### config.mk
export PLATFORM = sky130hd
export DESIGN_NAME = twiddle_rot_w8_flat
export DESIGN_NICKNAME = d
export VERILOG_FILES = /design/src/rtl/twiddle_rot_w8_pkg.sv /design/src/rtl/twiddle_rot_w8_if.sv /design/src/rtl/twiddle_rot_w8_sat_round.sv /design/src/rtl/twiddle_rot_w8.sv /design/src/flat_wrapper.sv
export SDC_FILE = /design/constraint.sdc
export NUM_CORES = 1
export LEC_CHECK = 0
export ABC_AREA = 1
export CORE_ASPECT_RATIO = 1.75
export CORE_MARGIN = 2
export CORE_UTILIZATION = 69
export CTS_CLUSTER_SIZE = 30
export DETAILED_ROUTE_END_ITERATION = 10
export PLACE_DENSITY_LB_ADDON = 0.05
export SLEW_MARGIN = 20
export SYNTH_ARGS = -nofsm -noshare
export SYNTH_HDL_FRONTEND = slang
export SYNTH_SLANG_ARGS = --single-unit
export TNS_END_PERCENT = 100
### constraint.sdc
create_clock -name clk -period 9.7 [get_ports clk]
set_input_delay 1.94 -clock clk [delete_from_list [all_inputs] [get_ports clk]]
set_output_delay 1.94 -clock clk [all_outputs]
set_load 0.01 [all_outputs]
### src/rtl/twiddle_rot_w8_pkg.sv
// Shared definitions for the radix-8 twiddle rotator: index encoding, the
// conjugate remap, and the fixed-point 1/sqrt(2) multiplier constant.
package twiddle_rot_w8_pkg;

  typedef logic [2:0] tw_idx_t;

  typedef enum logic [2:0] {
    TW_K0 = 3'd0,
    TW_K1 = 3'd1,
    TW_K2 = 3'd2,
    TW_K3 = 3'd3,
    TW_K4 = 3'd4,
    TW_K5 = 3'd5,
    TW_K6 = 3'd6,
    TW_K7 = 3'd7
  } tw_idx_e;

  // conj(W8^k) == W8^((8-k) mod 8)
  function automatic tw_idx_t k_prime(input tw_idx_t k, input logic inv);
    return inv ? tw_idx_t'(3'd0 - k) : k;
  endfunction

  // round(2^(w-1)/sqrt(2)) == round(sqrt(2^(2w-3))), valid for w <= 31
  function automatic longint unsigned twiddle_c(input int w);
    longint unsigned n;
    longint unsigned r;
    longint unsigned t;
    n = 64'd1 << (2 * w - 3);
    r = 64'd0;
    for (int b = 30; b >= 0; b--) begin
      t = r | (64'd1 << b);
      if (t * t <= n) r = t;
    end
    if ((4 * r * r + 4 * r + 1) < (4 * n)) r = r + 64'd1;
    return r;
  endfunction

endpackage

### src/rtl/twiddle_rot_w8_if.sv
// Input/output streaming bundle of the twiddle rotator.
interface twiddle_rot_w8_if
  import twiddle_rot_w8_pkg::*;
#(
  parameter int W = 16
);
  logic         in_valid;
  logic         in_ready;
  logic [W-1:0] in_re;
  logic [W-1:0] in_im;
  tw_idx_t      in_k;
  logic         inverse;
  logic         out_valid;
  logic         out_ready;
  logic [W-1:0] out_re;
  logic [W-1:0] out_im;
  logic         out_ovf;

  modport master (
    output in_valid, in_re, in_im, in_k, inverse, out_ready,
    input  in_ready, out_valid, out_re, out_im, out_ovf
  );

  modport slave (
    input  in_valid, in_re, in_im, in_k, inverse, out_ready,
    output in_ready, out_valid, out_re, out_im, out_ovf
  );
endinterface

### src/rtl/twiddle_rot_w8_sat_round.sv
// Optional round-half-up, arithmetic right shift, then reduction to W bits
// with clamp or wrap; ovf_o flags any value that did not fit.
module twiddle_sat_round #(
  parameter int IW    = 33,
  parameter int W     = 16,
  parameter int SHIFT = 15,
  parameter int ROUND = 1,
  parameter int SAT   = 1
) (
  input  logic signed [IW-1:0] x_i,
  output logic signed [W-1:0]  y_o,
  output logic                 ovf_o
);

  localparam logic signed [IW:0] ONE  = 1;
  localparam logic signed [IW:0] BIAS = (ROUND != 0) ? (ONE <<< (SHIFT - 1)) : '0;

  logic signed [IW:0] sum;
  logic signed [IW:0] shr;
  logic               in_range;

  always_comb begin
    sum      = {x_i[IW-1], x_i} + BIAS;
    shr      = sum >>> SHIFT;
    in_range = (&shr[IW:W-1]) || !(|shr[IW:W-1]);
    ovf_o    = !in_range;
    y_o      = shr[W-1:0];
    if (!in_range && (SAT != 0)) begin
      y_o = shr[IW] ? {1'b1, {(W-1){1'b0}}} : {1'b0, {(W-1){1'b1}}};
    end
  end

endmodule

### src/rtl/twiddle_rot_w8.sv
// Three-stage complex rotator by W8^k (optionally conjugated) with
// valid/ready flow control: S1 add/negate/swap, S2 scale, S3 round+reduce.
module twiddle_rot_w8
  import twiddle_rot_w8_pkg::*;
#(
  parameter int W     = 16,
  parameter int ROUND = 1,
  parameter int SAT   = 1
) (
  input  logic             clk,
  input  logic             rst,
  twiddle_rot_w8_if.slave  bus
);

  localparam int                     PW    = 2 * W + 1;
  localparam longint unsigned        C_VAL = twiddle_c(W);
  localparam logic signed [PW-1:0]   C_X   = PW'(C_VAL);

  logic v1_q, v2_q, v3_q;
  logic v1_d, v2_d, v3_d;
  logic rdy1, rdy2, rdy3;

  // Each stage accepts when empty or when its contents move on this cycle
  assign rdy3 = !v3_q || bus.out_ready;
  assign rdy2 = !v2_q || rdy3;
  assign rdy1 = !v1_q || rdy2;
  assign v1_d = rdy1 ? bus.in_valid : v1_q;
  assign v2_d = rdy2 ? v1_q : v2_q;
  assign v3_d = rdy3 ? v2_q : v3_q;
  assign bus.in_ready = rdy1;

  logic signed [W:0] a_x, b_x;
  logic signed [W:0] s1_re_d, s1_im_d, s1_re_q, s1_im_q;
  logic              s1_odd_q;
  tw_idx_t           kp;

  always_comb begin
    a_x     = {bus.in_re[W-1], bus.in_re};
    b_x     = {bus.in_im[W-1], bus.in_im};
    kp      = k_prime(bus.in_k, bus.inverse);
    s1_re_d = a_x;
    s1_im_d = b_x;
    case (kp)
      TW_K0: begin s1_re_d = a_x;        s1_im_d = b_x;        end
      TW_K1: begin s1_re_d = a_x + b_x;  s1_im_d = b_x - a_x;  end
      TW_K2: begin s1_re_d = b_x;        s1_im_d = -a_x;       end
      TW_K3: begin s1_re_d = b_x - a_x;  s1_im_d = -a_x - b_x; end
      TW_K4: begin s1_re_d = -a_x;       s1_im_d = -b_x;       end
      TW_K5: begin s1_re_d = -a_x - b_x; s1_im_d = a_x - b_x;  end
      TW_K6: begin s1_re_d = -b_x;       s1_im_d = a_x;        end
      TW_K7: begin s1_re_d = a_x - b_x;  s1_im_d = a_x + b_x;  end
      default: ;
    endcase
  end

  logic signed [PW-1:0] re_x, im_x;
  logic signed [PW-1:0] p_re_d, p_im_d, p_re_q, p_im_q;

  // Even twiddles are pre-shifted so S3 applies one uniform shift; the
  // rounding bias then falls entirely in discarded zero bits.
  always_comb begin
    re_x   = {{W{s1_re_q[W]}}, s1_re_q};
    im_x   = {{W{s1_im_q[W]}}, s1_im_q};
    p_re_d = s1_odd_q ? (re_x * C_X) : (re_x <<< (W - 1));
    p_im_d = s1_odd_q ? (im_x * C_X) : (im_x <<< (W - 1));
  end

  logic signed [W-1:0] y_re, y_im;
  logic                ovf_re, ovf_im;

  twiddle_sat_round #(.IW(PW), .W(W), .SHIFT(W - 1), .ROUND(ROUND), .SAT(SAT)) u_sr_re (
    .x_i   (p_re_q),
    .y_o   (y_re),
    .ovf_o (ovf_re)
  );

  twiddle_sat_round #(.IW(PW), .W(W), .SHIFT(W - 1), .ROUND(ROUND), .SAT(SAT)) u_sr_im (
    .x_i   (p_im_q),
    .y_o   (y_im),
    .ovf_o (ovf_im)
  );

  logic signed [W-1:0] out_re_q, out_im_q;
  logic                out_ovf_q;

  always_ff @(posedge clk) begin
    if (rst) begin
      v1_q      <= 1'b0;
      v2_q      <= 1'b0;
      v3_q      <= 1'b0;
      s1_re_q   <= '0;
      s1_im_q   <= '0;
      s1_odd_q  <= 1'b0;
      p_re_q    <= '0;
      p_im_q    <= '0;
      out_re_q  <= '0;
      out_im_q  <= '0;
      out_ovf_q <= 1'b0;
    end else begin
      v1_q <= v1_d;
      v2_q <= v2_d;
      v3_q <= v3_d;
      if (rdy1 && bus.in_valid) begin
        s1_re_q  <= s1_re_d;
        s1_im_q  <= s1_im_d;
        s1_odd_q <= kp[0];
      end
      if (rdy2 && v1_q) begin
        p_re_q <= p_re_d;
        p_im_q <= p_im_d;
      end
      if (rdy3 && v2_q) begin
        out_re_q  <= y_re;
        out_im_q  <= y_im;
        out_ovf_q <= ovf_re || ovf_im;
      end
    end
  end

  assign bus.out_valid = v3_q;
  assign bus.out_re    = out_re_q;
  assign bus.out_im    = out_im_q;
  assign bus.out_ovf   = out_ovf_q;

endmodule

### src/flat_wrapper.sv
// flat-port wrapper written by rule: the top's interface ports become plain ports
module twiddle_rot_w8_flat import twiddle_rot_w8_pkg::*;
#(
  parameter int W     = 16,
  parameter int ROUND = 1,
  parameter int SAT   = 1
)
  (clk, rst, bus_in_valid, bus_in_re, bus_in_im, bus_in_k, bus_inverse, bus_out_ready, bus_in_ready, bus_out_valid, bus_out_re, bus_out_im, bus_out_ovf);
  twiddle_rot_w8_if #(.W(W)) bus_i ();
  input  logic clk;
  input  logic rst;
  input wire logic [$bits(bus_i.in_valid)-1:0] bus_in_valid;
  input wire logic [$bits(bus_i.in_re)-1:0] bus_in_re;
  input wire logic [$bits(bus_i.in_im)-1:0] bus_in_im;
  input wire logic [$bits(bus_i.in_k)-1:0] bus_in_k;
  input wire logic [$bits(bus_i.inverse)-1:0] bus_inverse;
  input wire logic [$bits(bus_i.out_ready)-1:0] bus_out_ready;
  output wire logic [$bits(bus_i.in_ready)-1:0] bus_in_ready;
  output wire logic [$bits(bus_i.out_valid)-1:0] bus_out_valid;
  output wire logic [$bits(bus_i.out_re)-1:0] bus_out_re;
  output wire logic [$bits(bus_i.out_im)-1:0] bus_out_im;
  output wire logic [$bits(bus_i.out_ovf)-1:0] bus_out_ovf;
  assign bus_i.in_valid = bus_in_valid;
  assign bus_i.in_re = bus_in_re;
  assign bus_i.in_im = bus_in_im;
  assign bus_i.in_k = bus_in_k;
  assign bus_i.inverse = bus_inverse;
  assign bus_i.out_ready = bus_out_ready;
  assign bus_in_ready = bus_i.in_ready;
  assign bus_out_valid = bus_i.out_valid;
  assign bus_out_re = bus_i.out_re;
  assign bus_out_im = bus_i.out_im;
  assign bus_out_ovf = bus_i.out_ovf;
  twiddle_rot_w8 #(.W(W), .ROUND(ROUND), .SAT(SAT)) u_core (.clk(clk), .rst(rst), .bus(bus_i));
endmodule
==> metrics.md <==
| Metric | Value |
|---|---|
| Worst-margin pin slew | `1.17 ns` |
| Slew margin rel. | `0.220` |
| Worst slack, placed | `3.89 ns` |
| Die X | `133 um` |
| Post-synth top area cell | `ha_1` |
| Clk root buf | `clkbuf_16` |
| Status | `finished clean` |
| Yosys top cell area share | `0.198` |
| WL/cell | `22.1 um` |
| Slowest stage cell, crit path | `clkdlybuf4s50_1` |
| CP Cell Sequence | `clkdlybuf4s50_1, inv_1, ha_1, nand4_1, nor2_1, nand2_1, and2_1, ha_1, nand2_1, nor2_1, nand4_1, nand3_1, nand2_1, nand3_1, nand2_1, nand3b_1, nand2_1, a21oi_1` |
| CP required | `9.93 ns` |
| Distinct cell type count after synthesis | `48` |
| Setup-failing EPs final | `0` |
| Setup Buffers After CTS | `0` |
| Post-cts sizing count | `0` |
| Global-route wire length before repair | `120 mm` |
| Synth Instances | `3055` |
| TritonCTS clock tree | `yes` |
| Fraction of layout cells with a size suffix above 1 | `0.0286` |
| Initial antenna violation count | `1` |
| # port buffers | `74` |
| Crit path buffers/inverters | `2` |
| Synthesis warning total | `0` |
| VDD IR max | `0.145 mV` |
| Crit share post-route | `0.592` |
| P_leak | `0.0113 uW` |
| Setup CP Type | `in2reg` |
| Critical path peak fanout | `6` |
| Fin. Hold Viols | `0` |
| Clock tree buffer depth | `2` |
| Sequential area share after synthesis | `0.109` |
| Largest cells by area after synthesis | `ha_1 20%, nand2_1 14%, fa_1 13%` |
| Synth Cell Area | `20000 sq um` |
| Die Height | `229 um` |
| Cts bufs inserted | `9` |
| Vias in the first global route | `22800` |
| CTS clk-pin slew, worst paths | `0.08 ns` |
| Iteration-0 DRC Markers | `2591` |
| Top cell by count, worst path | `nand2_1` |
| DP Wirelength | `60.1 mm` |
| Main flop type after synthesis | `dfxtp_1` |
| Initial Utilization | `0.700` |
| Die Footprint | `30400 sq um` |
| HP Class | `reg2reg` |
| H-tree Lvls | `3` |
| Vias after detailed routing | `22200` |
| Gp weighted congestion | `1.11` |
| Ant diodes | `0` |
| Setup TNS | `0 ns` |
| Clk_skew | `0.00917 ns` |
| Area delta synth->final | `6.03%` |
| Avg Inst Size Synth | `6.54 sq um` |
| Final ANT Viol Nets | `0` |
| Syn Nets | `3541` |
| PD cells | `174 nW/um^2` |
| CP endpoint kind | `register` |
| DRC viols | `0` |
| Total GRT Usage | `0.510` |
| Async S/R FF share, synth | `0` |
| Largest net degree at the start of global routing | `80` |
| Core area | `28500 sq um` |
| Via density | `6.42` |
| Delay-heaviest family, CP | `simple AND/OR/NAND/NOR gates` |
| Clk_lat worst skew | `0.39 ns` |
| Total gr overflow | `0` |
| Fill count | `2311` |
| Delay of the slowest cell on the worst path | `0.63 ns` |
| RSZ-0062 raised after global routing | `no` |
| Routed wire length | `76.3 mm` |
| Max Fclk | `0.174 GHz` |
| CTS sink cnt | `109` |
| Placement Rows | `82` |
| Max_cap viols | `0` |
| Nets@finish | `3558` |
| Min Tclk post-route | `5.75 ns` |
| First drt pass iteration count | `9` |
| CP arrival | `5.98 ns` |
| Worst setup margin | `3.95 ns` |
| IO Count | `75` |
| Startpoint types | `input port` |
| Hold-fix buffers, CTS | `0` |
| Final Max Slew Viols | `0` |
| FF+latch count, synth | `109` |
| Post-synth EDFFs | `0` |
logic make-up (layout without fill, tap and decap cells):
group	Yosys count	after routing	synth area share
AO/OA/AOI/OAI	377	377	0.104
XOR/XNOR	78	78	0.0342
adder cells (fa/ha/maj)	446	446	0.328
buffers and inverters	569	591	0.110
flip-flops	109	109	0.109
AND/OR/NAND/NOR	1476	1476	0.314
worst register-to-register path, delay by kind of cell, from the launching register on:
family,cells,cell delay [ns]
DFF,1,0.69
adders and majority gates,7,3.07
and+or+nand+nor,6,0.65
buffers and inverters,2,0.13
AOI/OAI and AO/OA,4,1.02
worst paths after layout:
path / slack (ns) / endpoint / cells after the start / start
worst max-delay path: 3.95 / u_core.s1_im_q[11]$_SDFFE_PP0P_ / 18 / bus_in_re[0]
worst min-delay path: 0.50 / u_core.p_im_q[21]$_SDFFE_PP0P_ / 2 / u_core.p_im_q[21]$_SDFFE_PP0P_
worst max register to register: 4.01 / u_core.p_re_q[30]$_SDFFE_PP0P_ / 19 / u_core.s1_re_q[9]$_SDFFE_PP0P_
worst min register to register: 0.50 / u_core.p_im_q[21]$_SDFFE_PP0P_ / 2 / u_core.p_im_q[21]$_SDFFE_PP0P_
where the power goes:
| part | switching [uW] | internal (uW) |
|---|---|---|
| Sequential | 82.0 | 481 |
| Clock | 195 | 176 |
| Combinational | 1770 | 969 |
| Total | 2050 | 1630 |
sequential cells by signal, summed over array words and instances (netlist names):
signal and cells:
u_core.s1_odd_q 1, u_core.bus.out_valid 1, u_core.v1_q 1, u_core.s1_im_q 17, u_core.p_re_q 19, u_core.bus.out_im 16
u_core.s1_re_q 17, u_core.bus.out_ovf 1, u_core.v2_q 1, u_core.bus.out_re 16, u_core.p_im_q 19
cells in the mapped netlist (4+ instances only):
cell type,instances
nand3_1,260
a21oi_2,10
xor2_1,61
o21bai_1,9
inv_2,4
nor3_1,26
clkbuf_1,50
o22ai_1,13
nand3b_1,8
nand4_1,54
nand2_1,750
o21ai_0,124
and2_1,5
ha_1,316
a41oi_1,6
nand3_2,5
a21o_1,7
a21oi_1,185
buf_2,21
nor4_1,8
xnor2_1,17
dfxtp_1,109
fa_1,130
inv_1,483
nand2_2,24
clkinv_1,4
nor2_2,7
nor2_1,318
o21a_1,6
o211ai_1,4
final cells by class:
cell class,instances,area [sq um],area share
Clock buffer,10,229,0.0108
Clock inverter,6,46.3,0.00219
Tap cell,378,473,0.0223
Sequential cell,109,2180,0.103
Timing Repair Buffer,84,811,0.0383
Inverter,491,1840,0.0871
Multi-Input combinational cell,2377,15600,0.736
routing by layer:
metal	share of wire	track usage
met3	0.088	0.134
met1	0.30	0.460
met4	0.15	0.586
met2	0.47	0.856
met5	0.00014	0
cells in the final DEF, fill, tap and decap left out, drive strengths merged, types with 7 or more instances in the layout:
master         instances
nand3b                 8
clkinv                 7
buf                   11
a21oi                195
nand3                265
xnor2                 17
xor2                  61
nand2                776
nand4                 55
o21bai                 9
clkdlybuf4s50         73
nor2                 328
o22ai                 13
nor4                   8
o21ai                125
dfxtp                109
a21o                   7
clkbuf                10
inv                  488
nor3                  27
fa                   130
ha                   316
through the flow:
stage / total power, uW / hold WS, ns / instance area (sq um) / std cells / util
after global placement: 3020 / 0.455 / 20900 / 3439 / 0.733
after global routing: 3980 / 0.519 / 21200 / 3455 / 0.742
after CTS: 3560 / 0.495 / 21200 / 3455 / 0.742
after detailed placement: 3150 / 0.483 / 20900 / 3439 / 0.733
after floorplan: 2460 / 0.451 / 20000 / 3055 / -
final: 3680 / 0.502 / 21200 / 3455 / 0.742
No activity file was read; power rests on OpenSTA's default activity.
